===== config.mk =====
export PLATFORM = sky130hd
export DESIGN_NAME = dlx_ifetch
export DESIGN_NICKNAME = d
export VERILOG_FILES = /design/src/rtl/dlx_pkg.sv /design/src/rtl/add_32_lookahead.sv /design/src/rtl/register_n.sv /design/src/rtl/dlx_ifetch.sv
export SDC_FILE = /design/constraint.sdc
export NUM_CORES = 1
export LEC_CHECK = 0
export CORE_ASPECT_RATIO = 0.5
export CORE_UTILIZATION = 50
export DETAILED_ROUTE_END_ITERATION = 7
export PLACE_DENSITY = 0.91
export SETUP_SLACK_MARGIN = 0.3
export SYNTH_ARGS = -nofsm -noshare
export SYNTH_HDL_FRONTEND = slang
export SYNTH_SLANG_ARGS = --single-unit
export TNS_END_PERCENT = 5

===== constraint.sdc =====
create_clock -name clk -period 4.7 [get_ports clk]
set_input_delay 0.94 -clock clk [delete_from_list [all_inputs] [get_ports clk]]
set_output_delay 0.94 -clock clk [all_outputs]
set_load 0.1 [all_outputs]

===== src/rtl/dlx_pkg.sv =====
`default_nettype none
// ----------------------------------------------------------------------------
// dlx_pkg
// Shared DLX definitions: instruction width, NOP encoding, the fetch-stage
// state type and the primary opcode values the decode stage also uses.
// Rev 1.0
// ----------------------------------------------------------------------------
package dlx_pkg;

  localparam int INST_W = 32;
  localparam int ADDR_W = 32;

  // All-zero word decodes as a harmless NOP, so an empty fetch slot is safe.
  localparam logic [INST_W-1:0] DLX_NOP = 32'h0000_0000;

  // Primary opcode field position within an instruction word.
  localparam int OPCODE_MSB = 31;
  localparam int OPCODE_LSB = 26;

  // Control-transfer opcodes resolved downstream and fed back as redirects.
  localparam logic [5:0] OP_SPECIAL = 6'h00;
  localparam logic [5:0] OP_J       = 6'h02;
  localparam logic [5:0] OP_JAL     = 6'h03;
  localparam logic [5:0] OP_BEQZ    = 6'h04;
  localparam logic [5:0] OP_BNEZ    = 6'h05;
  localparam logic [5:0] OP_JR      = 6'h12;
  localparam logic [5:0] OP_JALR    = 6'h13;

  // Fetch-stage states.
  typedef enum logic [1:0] {
    IDLE = 2'd0,
    REQ  = 2'd1,
    DROP = 2'd2,
    HOLD = 2'd3
  } ifetch_state_t;

  // Instruction addresses are word aligned; the low two bits are discarded.
  function automatic logic [ADDR_W-1:0] word_align(input logic [ADDR_W-1:0] addr);
    return addr & ~32'h0000_0003;
  endfunction

endpackage
`default_nettype wire


===== src/rtl/add_32_lookahead.sv =====
`default_nettype none
// ----------------------------------------------------------------------------
// add_32_lookahead
// 32-bit modulo adder: carry lookahead inside 4-bit groups, group carries
// chained between groups. Carry out is not produced; results wrap.
// Rev 1.0
// ----------------------------------------------------------------------------
module add_32_lookahead (
  input  logic [31:0] a,
  input  logic [31:0] b,
  input  logic        cin,
  output logic [31:0] sum
);

  // Bit 31 generate would only feed a carry-out, which this adder drops.
  logic [30:0] g;
  logic [31:0] p;
  logic [31:0] c;
  logic [7:0]  gc;

  assign g = a[30:0] & b[30:0];
  assign p = a ^ b;

  // Group carries first, then the lookahead carries inside every group.
  always_comb begin
    gc    = '0;
    c     = '0;
    gc[0] = cin;
    for (int j = 0; j < 7; j++) begin
      gc[j+1] = g[4*j+3]
              | (p[4*j+3] & g[4*j+2])
              | (p[4*j+3] & p[4*j+2] & g[4*j+1])
              | (p[4*j+3] & p[4*j+2] & p[4*j+1] & g[4*j])
              | (p[4*j+3] & p[4*j+2] & p[4*j+1] & p[4*j] & gc[j]);
    end
    for (int j = 0; j < 8; j++) begin
      c[4*j]   = gc[j];
      c[4*j+1] = g[4*j] | (p[4*j] & gc[j]);
      c[4*j+2] = g[4*j+1]
               | (p[4*j+1] & g[4*j])
               | (p[4*j+1] & p[4*j] & gc[j]);
      c[4*j+3] = g[4*j+2]
               | (p[4*j+2] & g[4*j+1])
               | (p[4*j+2] & p[4*j+1] & g[4*j])
               | (p[4*j+2] & p[4*j+1] & p[4*j] & gc[j]);
    end
  end

  assign sum = p ^ c;

endmodule
`default_nettype wire


===== src/rtl/register_n.sv =====
`default_nettype none
// ----------------------------------------------------------------------------
// register_n
// N-bit load-enabled register with asynchronous active-low reset to a
// parameterised value.
// Rev 1.0
// ----------------------------------------------------------------------------
module register_n #(
  parameter int             N         = 32,
  parameter logic [N-1:0]   RESET_VAL = '0
) (
  input  logic         clk,
  input  logic         rst_n,
  input  logic         en,
  input  logic [N-1:0] d,
  output logic [N-1:0] q
);

  // Load d when enabled, otherwise hold; reset forces RESET_VAL immediately.
  always_ff @(posedge clk or negedge rst_n) begin
    if (!rst_n) begin
      q <= RESET_VAL;
    end else if (en) begin
      q <= d;
    end
  end

endmodule
`default_nettype wire


===== src/rtl/dlx_ifetch.sv =====
`default_nettype none
// ----------------------------------------------------------------------------
// dlx_ifetch
// DLX instruction-fetch stage. Owns the PC, fetches over a req/ack memory
// handshake, presents one instruction with its PC to decode, and follows
// branch/jump redirects while throwing away fetches they make stale.
// Rev 1.0
// ----------------------------------------------------------------------------
module dlx_ifetch #(
  parameter logic [31:0] RESET_PC = 32'h0000_0000,
  parameter int          PC_STEP  = 4
) (
  input  logic        clk,
  input  logic        rst_n,
  output logic        imem_req,
  output logic [31:0] imem_addr,
  input  logic        imem_ack,
  input  logic [31:0] imem_rdata,
  output logic [31:0] inst,
  output logic [31:0] inst_pc,
  output logic        inst_valid,
  input  logic        dec_ready,
  input  logic        redirect,
  input  logic [31:0] redirect_pc
);

  import dlx_pkg::*;

  localparam logic [ADDR_W-1:0] STEP = 32'(PC_STEP);

  ifetch_state_t     state;
  ifetch_state_t     next_state;

  logic [ADDR_W-1:0] pc;
  logic [ADDR_W-1:0] pc_d;
  logic              pc_en;
  logic [ADDR_W-1:0] fetch_d;
  logic              fetch_en;
  logic              inst_en;
  logic [ADDR_W-1:0] pc_plus;
  logic [ADDR_W-1:0] target;

  assign target = word_align(redirect_pc);

  // Next PC after a successful fetch is always relative to the fetched word.
  add_32_lookahead u_pc_adder (
    .a   (imem_addr),
    .b   (STEP),
    .cin (1'b0),
    .sum (pc_plus)
  );

  // PC: address the next new request will use.
  register_n #(.N(ADDR_W), .RESET_VAL(RESET_PC)) u_pc_reg (
    .clk   (clk),
    .rst_n (rst_n),
    .en    (pc_en),
    .d     (pc_d),
    .q     (pc)
  );

  // Fetch address: only reloaded when no request is left hanging at memory.
  register_n #(.N(ADDR_W), .RESET_VAL(RESET_PC)) u_fetch_reg (
    .clk   (clk),
    .rst_n (rst_n),
    .en    (fetch_en),
    .d     (fetch_d),
    .q     (imem_addr)
  );

  register_n #(.N(INST_W), .RESET_VAL(DLX_NOP)) u_inst_reg (
    .clk   (clk),
    .rst_n (rst_n),
    .en    (inst_en),
    .d     (imem_rdata),
    .q     (inst)
  );

  register_n #(.N(ADDR_W), .RESET_VAL('0)) u_inst_pc_reg (
    .clk   (clk),
    .rst_n (rst_n),
    .en    (inst_en),
    .d     (imem_addr),
    .q     (inst_pc)
  );

  // Transition and register-load decisions for the current state and inputs.
  always_comb begin
    next_state = state;
    pc_en      = 1'b0;
    pc_d       = pc;
    fetch_en   = 1'b0;
    fetch_d    = pc;
    inst_en    = 1'b0;
    case (state)
      IDLE: begin
        // A redirect arriving before the first request steers that request.
        next_state = REQ;
        fetch_en   = 1'b1;
        if (redirect) begin
          pc_en   = 1'b1;
          pc_d    = target;
          fetch_d = target;
        end
      end
      REQ: begin
        if (imem_ack && !redirect) begin
          inst_en    = 1'b1;
          pc_en      = 1'b1;
          pc_d       = pc_plus;
          next_state = HOLD;
        end else if (imem_ack) begin
          // Word returned is already stale: restart straight at the target.
          pc_en    = 1'b1;
          pc_d     = target;
          fetch_en = 1'b1;
          fetch_d  = target;
        end else if (redirect) begin
          // Request still pending: address must stay put until ack.
          pc_en      = 1'b1;
          pc_d       = target;
          next_state = DROP;
        end
      end
      DROP: begin
        // Later redirects replace earlier ones; a same-cycle one wins over pc.
        if (redirect) begin
          pc_en = 1'b1;
          pc_d  = target;
        end
        if (imem_ack) begin
          fetch_en   = 1'b1;
          fetch_d    = redirect ? target : pc;
          next_state = REQ;
        end
      end
      HOLD: begin
        // Redirect retires the held instruction even if decode is not ready.
        if (redirect) begin
          pc_en      = 1'b1;
          pc_d       = target;
          fetch_en   = 1'b1;
          fetch_d    = target;
          next_state = REQ;
        end else if (dec_ready) begin
          fetch_en   = 1'b1;
          fetch_d    = pc;
          next_state = REQ;
        end
      end
      default: begin
        next_state = IDLE;
      end
    endcase
  end

  // State plus registered handshake outputs; reset drops the request at once.
  always_ff @(posedge clk or negedge rst_n) begin
    if (!rst_n) begin
      state      <= IDLE;
      imem_req   <= 1'b0;
      inst_valid <= 1'b0;
    end else begin
      state      <= next_state;
      imem_req   <= (next_state == REQ) || (next_state == DROP);
      inst_valid <= (next_state == HOLD);
    end
  end

endmodule
`default_nettype wire

==> reports/results.txt <==
status: finished clean
drt wl/cell: 17.2 um
Reg-to-Reg Start: state[1]
Post-synth top cells: dfrtp_1, nand2_1, mux2_2, o21ai_1
row cnt: 28
Finish-stage setup viols: 0
Reg2Reg Depth: 8
design area: 8430 um2
critical path endpoint: imem_addr[20]
max-slew violation count: 0
fin crit share: 0.661
core area: 11,900 um2
critical path's largest stage delay: 1210 ps
share of cells above drive strength 1: 0.163
crit path from: u_fetch_reg.q[20]
Slew @ Worst Pin: 1040 ps
setup tns final: 0 ps
Pre-Repair DR Iteration Count: 5
hold buffers post-CTS: 0
Final GP Congestion: 0.792
drt drc: 0
worst path bufs/invs: 1
worst path arrival time: 2170 ps
synth warn: 0
Placement Setup Slack: 1410 ps
Worst path top cell family by delay: buffers and inverters
average via count per standard cell: 5.64
Hold Path Class: reg -> reg
Synth async-reset ratio: 1.00
CTS tree: built
global-route wire length before repair: 24,000 um
skew final: 8.17 ps
critical path endpoint category: primary output
wirelength, routed: 15,200 um
Clk Latency, worst-skew pair: 410 ps
WP depth: 1
area leader, netlist: dfrtp_1
die area: 12,700 um2
final setup margin: 1590 ps
CTS Sinks: 132
Crit Path Category: reg -> out
Clock Root Buffer: clkbuf_16
sequential fraction of the synthesis area: 0.539
Yosys top cell area share: 0.539
Syn Area/Cell: 11.2 um2
Post-CTS Setup Inserts: 0
crit path cell chain: clkdlybuf4s50_1
total of max-cap violations: 0
vias post-DR: 4,972
boundary pin count: 167
cts repair resizes: 0
crit-path max FO: 8
Mapped Cells: 548
Final Hold Viols: 0
Mapped Nets: 626
CTS Buffer Depth: 2
synthesized area: 6130 um2
count of cell types in the netlist: 43
top cells by area, synth: dfrtp_1, mux2_2, nand2_1
Die Width: 159 um
H-tree depth: 4
Max Freq: 322 MHz
Worst-path clk slew: 60 ps
gr ovfl total: 0
Post-DP HPWL: 9840 um
number of global-route vias before repair: 4,828
Die Span Y: 80.3 um
largest net degree at the start of global routing: 101
reg2reg setup slack: 2190 ps
count leader, synth: dfrtp_1
Worst slew margin: 0.301
initial DRC count: 481
Final #Nets: 782
dpl cell area: 7850 um2
RR Endpoint: u_fetch_reg.q[20]
Num CTS Buffers: 17
RSZ-0062 raised after global routing: no
critical path startpoint category: flip-flop
Post-synth EDFFs: 0
PortBufs: 164
Worst path slowest cell: clkdlybuf4s50_1
ant diodes: 0
Initial Utilization: 0.516
antenna violations before repair: 0
area grow syn2layout: 37.5%
CP Data Required Time: 3760 ps
ANT nets after route: 0
number of synthesized register bits: 132
top_reg_cell synth: dfrtp_1
GRT Util Overall: 0.246
Final Critical Period: 3110 ps
-- flip-flops by register name (all words and copies together) (netlist names) --
signal / cells
u_fetch_reg.q: 32
u_inst_reg.q: 32
inst_valid: 1
imem_req: 1
u_pc_reg.q: 32
u_inst_pc_reg.q: 32
state: 2
-- layer usage --
metal	track usage	vias up	part of all wire
li1	-	2276	-
met1	0.304	2412	0.42
met2	0.407	241	0.48
met3	0.0572	43	0.076
met4	0.126	0	0.023
met5	0	-	0
-- worst min-delay path by stage --
stage | from | to | slack [ps] | depth (start not counted)
2_1_floorplan | u_pc_reg.q[27] | u_pc_reg.q[27] | 470 | 2
3_3_place_gp | u_inst_pc_reg.q[27] | u_inst_pc_reg.q[27] | 470 | 2
3_5_place_dp | u_inst_pc_reg.q[12] | u_inst_pc_reg.q[12] | 470 | 2
4_1_cts | u_inst_pc_reg.q[19] | u_inst_pc_reg.q[19] | 490 | 2
5_1_grt | u_inst_reg.q[11] | u_inst_reg.q[11] | 510 | 1
6_report | u_inst_pc_reg.q[19] | u_inst_pc_reg.q[19] | 490 | 2
-- area by class of cell --
type	instances	area, um2
clock inverters	12	133
well taps	165	206
multi-input cells	373	2610
inverters	7	26.3
flip-flops and latches	132	3300
fillers	766	3450
repair buffers	173	1710
clock buffers	20	447
-- cell families (layout without fill, tap and decap cells) --
family	count (synthesis)	in the layout	synth area share
xor+xnor	23	23	0.0329
fa+ha+maj	9	9	0.0184
flops	132	132	0.539
buf+inv	43	212	0.0361
compound gates	130	130	0.136
mux	68	68	0.123
simple gates	143	143	0.114
-- stage by stage --
step / hold slack, ps / instances / utilization
6_report: 486 / 882 / 0.710
5_1_grt: 511 / 882 / 0.710
4_1_cts: 491 / 882 / 0.710
3_5_place_dp: 471 / 850 / 0.661
3_3_place_gp: 466 / 850 / 0.661
2_1_floorplan: 474 / 548 / -
-- cell usage in the layout, fill, tap and decap left out, types with 3 or more instances in the layout --
cell	Yosys	final
a21oi_1	22	22
a22oi_1	28	28
a32oi_1	5	5
and2_1	4	4
buf_4	2	9
clkbuf_16	0	17
clkdlybuf4s50_1	0	162
clkinv_2	0	3
clkinv_4	0	4
clkinvlp_4	0	3
dfrtp_1	132	132
ha_1	9	9
inv_1	7	7
mux2_2	60	60
mux2i_1	8	8
nand2_1	83	83
nand3_1	10	10
nand4_1	9	9
nor2_1	16	16
nor3_2	3	3
nor3b_1	3	3
o21ai_0	28	28
o21ai_1	30	29
o221ai_1	4	4
o221ai_2	4	4
xnor2_1	5	5
xor2_1	18	18
Power is left out: the tool's default activity adds up to more than one toggle a clock period on the data nets, which glitch-free logic cannot reach.
